[src/rtl/gf180mcu_as_ex_mcu7t5v0__trans_arb.sv]
// Round-robin arbiter for a shared transmission-gate bus, with break-before-make
// dead time between owners and optional hold-time preemption.
module gf180mcu_as_ex_mcu7t5v0__trans_arb #(
  parameter int NREQ        = 4,
  parameter int DEAD_CYCLES = 2,
  parameter int MAX_HOLD    = 16
) (
  input  logic            CLK,
  input  logic            RST,
  input  logic [NREQ-1:0] REQ,
  output logic [NREQ-1:0] GNT,
  output logic [NREQ-1:0] EN,
  output logic [NREQ-1:0] ENB,
  output logic            BUSY
);

  localparam int IW = $clog2(NREQ);
  localparam int DW = $clog2(DEAD_CYCLES + 1);
  localparam int HW = (MAX_HOLD > 0) ? $clog2(MAX_HOLD + 1) : 1;
  localparam logic [DW-1:0] DEAD_LOAD = DW'(DEAD_CYCLES - 1);
  localparam logic [HW-1:0] HOLD_MAX  = HW'(MAX_HOLD);
  localparam logic [IW-1:0] LAST_IDX  = IW'(NREQ - 1);

  typedef enum logic [1:0] {
    IDLE = 2'd0,
    BBM  = 2'd1,
    ON   = 2'd2
  } state_t;

  state_t          state_r, state_nxt_s;
  logic [IW-1:0]   ptr_r, ptr_nxt_s;
  logic [IW-1:0]   win_r, win_nxt_s;
  logic [DW-1:0]   dead_r, dead_nxt_s;
  logic [HW-1:0]   hold_r, hold_nxt_s, hold_inc_s;
  logic [NREQ-1:0] gnt_r, gnt_nxt_s;
  logic [NREQ-1:0] enb_r;
  logic            busy_r;
  logic [NREQ-1:0] win_oh_s;
  logic            preempt_s;

  // First requester at or after ptr, wrapping modulo NREQ.
  function automatic logic [IW-1:0] rr_pick(input logic [NREQ-1:0] req,
                                            input logic [IW-1:0]   ptr);
    logic [IW-1:0] pick;
    logic [IW-1:0] cand;
    logic          found;
    int            idx;
    pick  = ptr;
    found = 1'b0;
    for (int i = 0; i < NREQ; i++) begin
      idx = int'(ptr) + i;
      if (idx >= NREQ) idx = idx - NREQ;
      cand = idx[IW-1:0];
      if (!found && req[cand]) begin
        pick  = cand;
        found = 1'b1;
      end
    end
    return pick;
  endfunction

  assign win_oh_s   = {{(NREQ-1){1'b0}}, 1'b1} << win_r;
  assign hold_inc_s = (hold_r == HOLD_MAX) ? hold_r : hold_r + 1'b1;
  // Preempt once the owner has completed MAX_HOLD ON cycles and someone else waits.
  assign preempt_s  = (HOLD_MAX != {HW{1'b0}}) && (hold_inc_s == HOLD_MAX) &&
                      (|(REQ & ~win_oh_s));

  // Next-state and next-output logic for the IDLE/BBM/ON sequence.
  always_comb begin
    state_nxt_s = state_r;
    ptr_nxt_s   = ptr_r;
    win_nxt_s   = win_r;
    dead_nxt_s  = dead_r;
    hold_nxt_s  = hold_r;
    gnt_nxt_s   = gnt_r;
    case (state_r)
      IDLE: begin
        gnt_nxt_s = {NREQ{1'b0}};
        if (|REQ) begin
          win_nxt_s   = rr_pick(REQ, ptr_r);
          dead_nxt_s  = DEAD_LOAD;
          state_nxt_s = BBM;
        end else begin
          state_nxt_s = IDLE;
        end
      end
      BBM: begin
        if (!REQ[win_r]) begin
          state_nxt_s = IDLE;
          dead_nxt_s  = {DW{1'b0}};
        end else if (dead_r == {DW{1'b0}}) begin
          state_nxt_s = ON;
          gnt_nxt_s   = win_oh_s;
          hold_nxt_s  = {HW{1'b0}};
        end else begin
          dead_nxt_s  = dead_r - 1'b1;
        end
      end
      ON: begin
        if (!REQ[win_r] || preempt_s) begin
          state_nxt_s = IDLE;
          gnt_nxt_s   = {NREQ{1'b0}};
          hold_nxt_s  = {HW{1'b0}};
          ptr_nxt_s   = (win_r == LAST_IDX) ? {IW{1'b0}} : win_r + 1'b1;
        end else begin
          hold_nxt_s  = hold_inc_s;
        end
      end
      default: begin
        state_nxt_s = IDLE;
        gnt_nxt_s   = {NREQ{1'b0}};
        dead_nxt_s  = {DW{1'b0}};
        hold_nxt_s  = {HW{1'b0}};
      end
    endcase
  end

  // State and registered outputs; reset opens every gate without waiting for CLK.
  always_ff @(posedge CLK or posedge RST) begin
    if (RST) begin
      state_r <= IDLE;
      ptr_r   <= {IW{1'b0}};
      win_r   <= {IW{1'b0}};
      dead_r  <= {DW{1'b0}};
      hold_r  <= {HW{1'b0}};
      gnt_r   <= {NREQ{1'b0}};
      enb_r   <= {NREQ{1'b1}};
      busy_r  <= 1'b0;
    end else begin
      state_r <= state_nxt_s;
      ptr_r   <= ptr_nxt_s;
      win_r   <= win_nxt_s;
      dead_r  <= dead_nxt_s;
      hold_r  <= hold_nxt_s;
      gnt_r   <= gnt_nxt_s;
      enb_r   <= ~gnt_nxt_s;
      busy_r  <= (state_nxt_s != IDLE);
    end
  end

  assign GNT  = gnt_r;
  assign EN   = gnt_r;
  assign ENB  = enb_r;
  assign BUSY = busy_r;

endmodule

[config.mk]
export PLATFORM = sky130hd
export DESIGN_NAME = gf180mcu_as_ex_mcu7t5v0__trans_arb
export DESIGN_NICKNAME = d
export VERILOG_FILES = /design/src/rtl/gf180mcu_as_ex_mcu7t5v0__trans_arb.sv
export SDC_FILE = /design/constraint.sdc
export NUM_CORES = 1
export LEC_CHECK = 0
export ABC_AREA = 1
export CORE_MARGIN = 2
export CORE_UTILIZATION = 25
export CTS_BUF_LIST = sky130_fd_sc_hd__clkbuf_8
export CTS_CLUSTER_DIAMETER = 50
export DETAILED_ROUTE_END_ITERATION = 8
export HOLD_SLACK_MARGIN = 0.15
export MAX_ROUTING_LAYER = met4
export PLACE_DENSITY = 0.51
export SYNTH_ARGS = -nofsm -noshare
export SYNTH_HDL_FRONTEND = slang
export SYNTH_SLANG_ARGS = --single-unit
[constraint.sdc]
create_clock -name CLK -period 3.38 [get_ports CLK]
set_clock_uncertainty 0.1 [all_clocks]
set_input_delay 0.507 -clock CLK [delete_from_list [all_inputs] [get_ports CLK]]
set_output_delay 0.507 -clock CLK [all_outputs]
set_load 0.01 [all_outputs]
; Word-level counts from Yosys, hierarchy flattened
; Index checks and enable logic that the tools add are counted.
[totals]
out_inout_bits = 13
elab_cells = 114
ff_bits = 22
inputBits = 6
[classes]
n_reduce_logical = 18
n_lt_le_gt_ge = 9
eq_ne = 9
muxes = 54
shifts = 1
bitwise = 5
add_sub_neg = 10
[op_table]
columns = op, n
row1 = 2-bit 2-to-1 mux, 23
row2 = 5-bit 2-to-1 mux, 4
row3 = 2-bit by 3-bit less-than comparator with 1-bit output (second input constant), 5
row4 = 1-bit 2-to-1 mux, 15
row5 = 5-bit case mux with 3 select lines, 1
row6 = 4-bit 2-to-1 mux, 3
row7 = 2-bit case mux with 3 select lines, 2
row8 = 1-bit binary-select mux with 2-bit select, 5
row9 = 5-bit == test (second input constant), 2
row10 = 2-bit by 1-bit subtractor with 2-bit output (second input constant), 5
row11 = 3-bit >= comparator (second input constant), 3
row12 = 4-bit NOT, 2
row13 = 4-bit case mux with 2 select lines, 1
row14 = 4-bit OR reduction, 2
row15 = 2-bit by 2-bit adder with 3-bit output (second input constant), 2
row16 = 2-bit != test (second input constant), 3
row17 = 3-bit AND reduction, 2
row18 = 5-bit by 1-bit adder with 5-bit output (second input constant), 1
row19 = 4-bit AND, 1
row20 = 2-bit == test (second input constant), 2
row21 = 1-bit logical AND, 4
row22 = 1-bit logical NOT, 4
row23 = 2-bit logical NOT, 2
row24 = 2-bit AND reduction, 2
row25 = other kinds (9), 10

; Depth between registers and ports, before layout
[logic_depth]
ltp_word = 22
ltp_mapped = 14
mapped_depth_nobuf = 14

; Worst setup path after synthesis
; Ideal clock, no wire load.
[synth_path]
path_kind = reg2reg
from = reg hold_r[0]
to = reg ptr_r[0]
setup_ns = 0.121
path_buffers = 0
arrival_time_ns = 1.382
stages_incl_launch_ff = 15
required_time_ns = 3.159
period_less_slack_ns = 1.602
path_slack_ns = 1.778
cell_sequence = dfrtp_1 > inv_1 > ha_1 > nand2_1 > inv_1 > nand2_1 > nand2_1 > nand2_1 > nand2_1 > nor2_4 > nand2_2 > nand2_1 > nand2_1 > nand2_1 > o21ai_1
[synth_between]
elab_chain_cells = 6
elab_cells_between_ends = 7
cone_classes = 1 x add/sub / 2 x eq/ne / 1 x mux / 3 x reduce/logical
[synth_rtl]
columns = element, line
row1 = start: declaration, 34  ; logic [HW-1:0] hold_r, hold_nxt_s, hold_inc_s;
row2 = start signal: assignment, 125  ; hold_r <= {HW{1'b0}};
row3 = start signal: assignment, 134  ; hold_r <= hold_nxt_s;
row4 = 5-bit by 1-bit adder with 5-bit output or 5-bit == test (tied branches), 63  ; assign hold_inc_s = (hold_r == HOLD_MAX) ? hold_r : hold_r + 1'b1;
row5 = 5-bit 2-to-1 mux *, 63
row6 = 5-bit == test *, 65  ; assign preempt_s = (HOLD_MAX != {HW{1'b0}}) && (hold_inc_s == HOLD_MAX) &&
row7 = 1-bit logical AND *, 65
row8 = 1-bit logical OR *, 100  ; if (!REQ[win_r] || preempt_s) begin
row9 = 2-bit AND reduction (no line) *, -
row10 = end signal: assignment, 122  ; ptr_r <= {IW{1'b0}};
row11 = end signal: assignment, 131  ; ptr_r <= ptr_nxt_s;
row12 = end: declaration, 31  ; logic [IW-1:0] ptr_r, ptr_nxt_s;
; Every way passes the cells marked *; elsewhere a longest branch is shown, timed or not.
; A chain may end at the register's enable or synchronous reset.

; Worst setup path after layout
[layout_path]
from = in REQ[1]
to = reg hold_r[2]
[layout_between]
elab_chain_cells = 6
elab_cells_between_ends = 11
cone_classes = 1 x eq/ne / 4 x mux / 1 x bitwise / 5 x reduce/logical
[layout_rtl]
columns = element, line
row1 = start: declaration, 10  ; input logic [NREQ-1:0] REQ,
row2 = 1-bit binary-select mux with 2-bit select or 4-bit AND (tied branches), "88, 100, 66"
row3 = 1-bit 2-to-1 mux (implied by the code) or 4-bit OR reduction (tied branches), "88, 100, 66"
row4 = 1-bit logical NOT or 1-bit logical AND (tied branches), "100, 65"
row5 = 1-bit logical OR, 100
row6 = 5-bit 2-to-1 mux, 100
row7 = 5-bit case mux with 3 select lines, 76  ; case (state_r)
; Parallel ways exist; a longest one is shown, timed or not. The select of a mux whose other input is x is not followed.

==> metrics.txt <==
max-slew violation count=0; area growth from synthesis to layout=15.0%; Synth Cell Area=1800 sq um; 1st-iter DRT viols=63; Syn Nets=283; pre-CTS setup slack=1180 ps; Vias=1548; largest net degree at the start of global routing=23; most common flop cell mapped by yosys=dfrtp_1; synth unique cells=27; top area cells in the synthesized netlist=dfrtp_1, nand2_1, ha_1; clk buf depth=2; total power=0.00135 W; most common cell in the netlist=nand2_1; Port Buffers=18; Antenna Nets Post-Route=0; post-CTS setup buffer count=0; post-CTS sizing=0; die area=7890 sq um; Max Freq=519 MHz; Synth Area per Inst=6.76 sq um; Async SR Flop Fraction=1.00; Die Wd=88.8 microns; FP Rows=30; Detailed Route WL=3730 microns; Mapped Cells=266; grt total ovfl=0; status=completed; Reg area=556 sq um; dpl cells=370; slowest stage delay, CP=540 ps; number of nets in the layout=296; Crit-path slowest cell=clkdlybuf4s50_1; fin crit share=0.571; vias per cell=4.14; average wire per standard cell=9.98 microns; DRC viols=0; hold_buf cts=0; Post-synth EDFFs=0; Final setup viols=0; Post-Layout Cell Count=374; Crit. End Element=flop; Tmin final=1930 ps; share of layout cells above drive strength 1=0.133; CTS tree=built; Worst Path Buf+Inv=3; Num CTS Buffers=3; crit path DAT=1970 ps; crit-path leading delay family=buffers and inverters; number of inserted diodes=0; initial core utilization=0.262; vias in the first global route=1477; top cells by count, synth=nand2_1, inv_1, dfrtp_1, nand3_1; hold violation count in the final report=0; die height=88.8 microns; dpl hpwl=2960 microns; initial antenna violation count=0; pwr/cell area=652 nW/um^2; Core ar.=6870 sq um; # fillers=757; global-route usage over all layers=0.107; htree depth=1; clock sink count=22; minimum hold slack=400 ps; Slew @ Worst Pin=858 ps; crit-path most repeated cell=nand2_1; max_cap viols=0; worst setup margin=1450 ps; YS warnings=0; Root Buffer Master=clkbuf_8; Clk Latency, worst-skew pair=260 ps; Worst-path clk slew=80 ps; crit path launch type=input port; top cell type's share of synthesized area=0.251; VDD IR-drop max=0.314 mV; Crit Path Class=input port to flop; Max FO, Critical Path=6; RSZ-0062 raised after global routing=false; Synth area leader=dfrtp_1; Ports=19; gpl congestion=0.760; Setup TNS=0 ps; leakage=1.03 nW; Yosys reg bits=22; first-pass GRT wire length=6690 microns; Worst Hold Class=flop to flop; sequential share of the synthesized area=0.309; first-pass iteration count of the detailed router=4; Crit path required time=3430 ps; footprint of the multi-input gates=1000 sq um; Cell Chain, Critical Path=clkdlybuf4s50_1 > inv_2 > o21ai_2 > nand3_1 > a21oi_2 > inv_1 > nand2_1 > nand2_1; Max-Slew Margin vs Limit=0.427
## state kept, by name, summed over array words and instances, names as in the netlist
name,cells
BUSY,1
EN,4
ENB,4
dead_r,2
hold_r,5
ptr_r,2
state_r,2
win_r,2
## worst paths after layout
| check | cells past startpoint | start | to | slack, ps |
|---|---|---|---|---|
| worst max-delay path | 8 | REQ[1] | hold_r[2] | 1450 |
| worst min-delay path | 2 | dead_r[0] | dead_r[0] | 400 |
| worst max register to register | 12 | win_r[0] | ptr_r[0] | 1500 |
| worst min register to register | 2 | dead_r[0] | dead_r[0] | 400 |
| max in group asynchronous | 2 | RST | hold_r[1] | 2030 |
| min in group asynchronous | 2 | RST | state_r[1] | 620 |
## layer usage
layer / vias to the layer above / part of all wire / routed length, microns / GRT usage
li1: 852 / - / - / -
met1: 671 / 0.56 / 2070 / 0.159
met2: 23 / 0.42 / 1550 / 0.157
met3: 2 / 0.024 / 91 / 0.0131
met4: 0 / 0.0046 / 17 / 0.0207
met5: - / 0 / 0 / -
## through the flow
stage / utilization / area (sq um)
floorplan: - / 1800
global placement: 0.294 / 2020
CTS: 0.301 / 2070
detailed placement: 0.294 / 2020
finish: 0.301 / 2070
global route: 0.301 / 2070
## where the power goes
part           leakage [nW]  internal (W)  total (W)  switching, W
combinational         0.721      0.000278   0.000792      0.000514
sequential            0.282      0.000320   0.000393     0.0000727
clock                0.0269     0.0000808   0.000163     0.0000817
## final cells by class
| cell class | count | share of cell area |
|---|---|---|
| clock buffer | 3 | 0.0200 |
| clock inverter | 1 | 0.00182 |
| inverter | 43 | 0.0793 |
| multi-input combinational | 191 | 0.485 |
| sequential | 22 | 0.269 |
| tap | 96 | 0.0581 |
| timing repair buffer | 18 | 0.0872 |
## layout by cell type, fill, tap and decap left out, types with 5 or more instances in the layout
cell,n
nand2_1,108
inv_1,36
dfrtp_1,18
nand3_1,18
clkdlybuf4s50_1,18
nand4_1,11
ha_1,11
a21oi_1,8
inv_2,7
o21ai_2,6
nand2_2,5
o21ai_0,5
## worst register-to-register path, stage by stage (launching register included)
cell and delay (ps):
dfrtp_1 460, inv_2 110, ha_1 240, inv_1 70, nand2_1 40, nand2_1 60, o21ai_1 70, nor2_2 150
nand2_2 140, nand2_1 110, nand2_1 80, nand2_1 80, o21ai_1 70
## kinds of logic after synthesis
| family | count (synthesis) | synth area share |
|---|---|---|
| buffers and inverters | 53 | 0.134 |
| DFF | 22 | 0.309 |
| adders and majority gates | 11 | 0.0765 |
| AOI/OAI and AO/OA | 26 | 0.0912 |
| and+or+nand+nor | 153 | 0.385 |
| xor gates and xnor gates | 1 | 0.00487 |
Power figures use the tool's default switching activity.
==> RTL change (config.mk and constraints unchanged) <==
`DEAD_CYCLES`: 2 -> 1.
--- a/src/rtl/gf180mcu_as_ex_mcu7t5v0__trans_arb.sv
+++ b/src/rtl/gf180mcu_as_ex_mcu7t5v0__trans_arb.sv
@@ -2,7 +2,7 @@
 // dead time between owners and optional hold-time preemption.
 module gf180mcu_as_ex_mcu7t5v0__trans_arb #(
   parameter int NREQ        = 4,
-  parameter int DEAD_CYCLES = 2,
+  parameter int DEAD_CYCLES = 1,
   parameter int MAX_HOLD    = 16
 ) (
   input  logic            CLK,
Formal check against the unedited RTL: not equivalent (Yosys sat finds a counterexample within 4 cycles, from zero or initial values and one cycle with RST high).
==> RTL change against the original RTL <==
Cell area shrank 11%. Register-to-register slack improved by 30 ps. Sequential cell count shrank 2. Non-clock buffer count unchanged. Power up 0.72%. Global-route usage decreased by 1.5 points. Via count fell by 22%. Fmax down 0.39%. Largest cell class unchanged. Synthesized area fell by 12%. Utilization grew 0.45 points. Routed wire length fell by 20%. Worst setup slack got worse by 7.6 ps.
==> RTL change: results (changes against the original RTL) <==
Status
  – Status: finished, final reports clean (unchanged)

Power and ir drop
  – PwrDens: 737 mW/mm² (was 652 mW/mm²)
  – P_sw: 0.000661 W (was 0.000668 W)
  – Peak ir drop on the vdd network: 335 µV (was 314 µV)
  – Static leakage: 0.830 nW (was 1.03 nW)

Setup path
  – Max FO, Critical Path: 4 (was 6)
  – CP max stage cell: clkdlybuf4s50_1 (unchanged)
  – Critical path's largest stage delay: 590 ps (was 540 ps)

Clock tree
  – Post-CTS Setup Inserts: 0 (unchanged)
  – CTS Buf Count: 3 (unchanged)
  – Resized Gates After CTS: 0 (unchanged)
  – Clock tree buffer depth: 2 (unchanged)
  – CTS Root Buffer Type: clkbuf_8 (unchanged)

Global route
  – Vias in the first global route: 1170 (was 1477)
  – GR Util met3: 2.08% (was 1.31%)
  – Initial antenna violation count: 0 (unchanged)
  – Met2 usage: 16.0% (was 15.7%)
  – Grt ovf: 0 (unchanged)
  – Gr usage total: 9.20% (was 10.7%)
  – First-pass GRT wire length: 5240 µm (was 6690 µm)
  – Largest net degree at the start of global routing: 21 (was 23)
  – Met1 Usage GRT: 11.2% (was 15.9%)

Drt
  – Iteration count of the initial detailed-routing pass: 4 (unchanged)
  – Initial DRC count: 29 (was 63)
  – Vias per inst: 4.14 (about the same)
  – WL met3: 53 µm (was 91 µm)
  – Final WL: 2980 µm (was 3730 µm)
  – M1 WL: 1440 µm (was 2070 µm)
  – Avg WL per Cell: 10.2 µm (was 9.98 µm)
  – Met2 wire length: 1470 µm (was 1550 µm)

Yosys
  – Syn nets: 220 (was 283)
  – Async set-or-reset flop fraction in the synthesized netlist: 100% (unchanged)
  – Synth Area in XOR/XNOR: 1.66% (was 0.487%)
  – Syn_area_per_cell: 7.74 µm² (was 6.76 µm²)
  – Largest cells by area after synthesis: dfrtp_1 (25%), nand2_1 (13%), ha_1 (7.9%) (was dfrtp_1 (25%), nand2_1 (23%), ha_1 (7.7%))
  – Sequential-to-total area share from yosys stat: 32.0% (was 30.9%)
  – Compound-Gate Fraction of Synth Area: 14.9% (was 9.12%)
  – Top cells by count, synth: nand2_1 (53), inv_1 (30), dfrtp_1 (16), nand3_1 (11), ha_1 (10) (was nand2_1 (108), inv_1 (35), dfrtp_1 (18), nand3_1 (18))
  – Post-synthesis adder-cell area fraction: 7.92% (was 7.65%)

Final layout
  – Final net count: 235 (was 296)
  – Fillers: 663 (was 757)
  – Number of antenna diodes: 0 (unchanged)
  – Final core utilization: 30.5% (was 30.1%)
  – Share of cells above drive strength 1: 23.4% (was 13.3%)

Placement
  – Dpl cell area: 0.00179 mm² (was 0.00202 mm²)
  – Gpl congestion: 0.776 (was 0.760)
  – Dpl ws: 1150 ps (was 1180 ps)
  – Inst Count DP: 289 (was 370)
  – Post-DP HPWL: 2440 µm (was 2960 µm)

STA
  – Worst slew pin tran: 752 ps (was 858 ps)
==> RTL change: cell types whose count changed in the layout (fill, tap and decap cells not counted), moves of 3 or more <==
cell / delta
nand2_2: +3
o21ai_1: +5
a21oi_1: -8
nand4_1: -3
a21oi_4: +3
nand3_1: -7
nand2_1: -55
inv_1: -6
==> RTL change: power groups by stage <==
stage,clock network (W),registers [W],logic [W]
2_1_floorplan,0,0.000365,0.000678
3_3_place_gp,0,0.000403,0.000789
3_5_place_dp,0,0.000402,0.000790
4_1_cts,0.000187,0.000398,0.000793
5_1_grt,0.000200,0.000409,0.000890
6_report,0.000177,0.000396,0.000783
==> RTL change: cells by family after synthesis <==
kind of cell,Yosys count
compound gates,31
xor+xnor,3
fa+ha+maj,10
buf+inv,48
flops,20
simple gates,92
==> RTL change: worst max-delay path: cells and delay by family <==
kind,cells,cell delay (ps)
compound gates,2,280
simple gates,7,460
buf+inv,3,720
==> RTL change: layout make-up <==
| type | count | area share [%] |
|---|---|---|
| inverter | 40 | 8.29 |
| tap | 75 | 5.10 |
| clock buffer | 4 | 2.99 |
| sequential | 20 | 27.5 |
| multi-input combinational | 136 | 46.4 |
| timing repair buffer | 18 | 9.79 |
==> RTL change: final timing paths <==
| check | start | to | slack [ps] | depth (start not counted) |
|---|---|---|---|---|
| worst max-delay path | REQ[0] | win_r[0] | 1440 | 12 |
| worst max register to register | ptr_r[0] | win_r[0] | 1530 | 11 |
| worst min-delay path | hold_r[4] | hold_r[4] | 480 | 2 |
| worst min register to register | hold_r[4] | hold_r[4] | 480 | 2 |
| max in group asynchronous | RST | state_r[1] | 2130 | 2 |
| min in group asynchronous | RST | hold_r[0] | 580 | 2 |
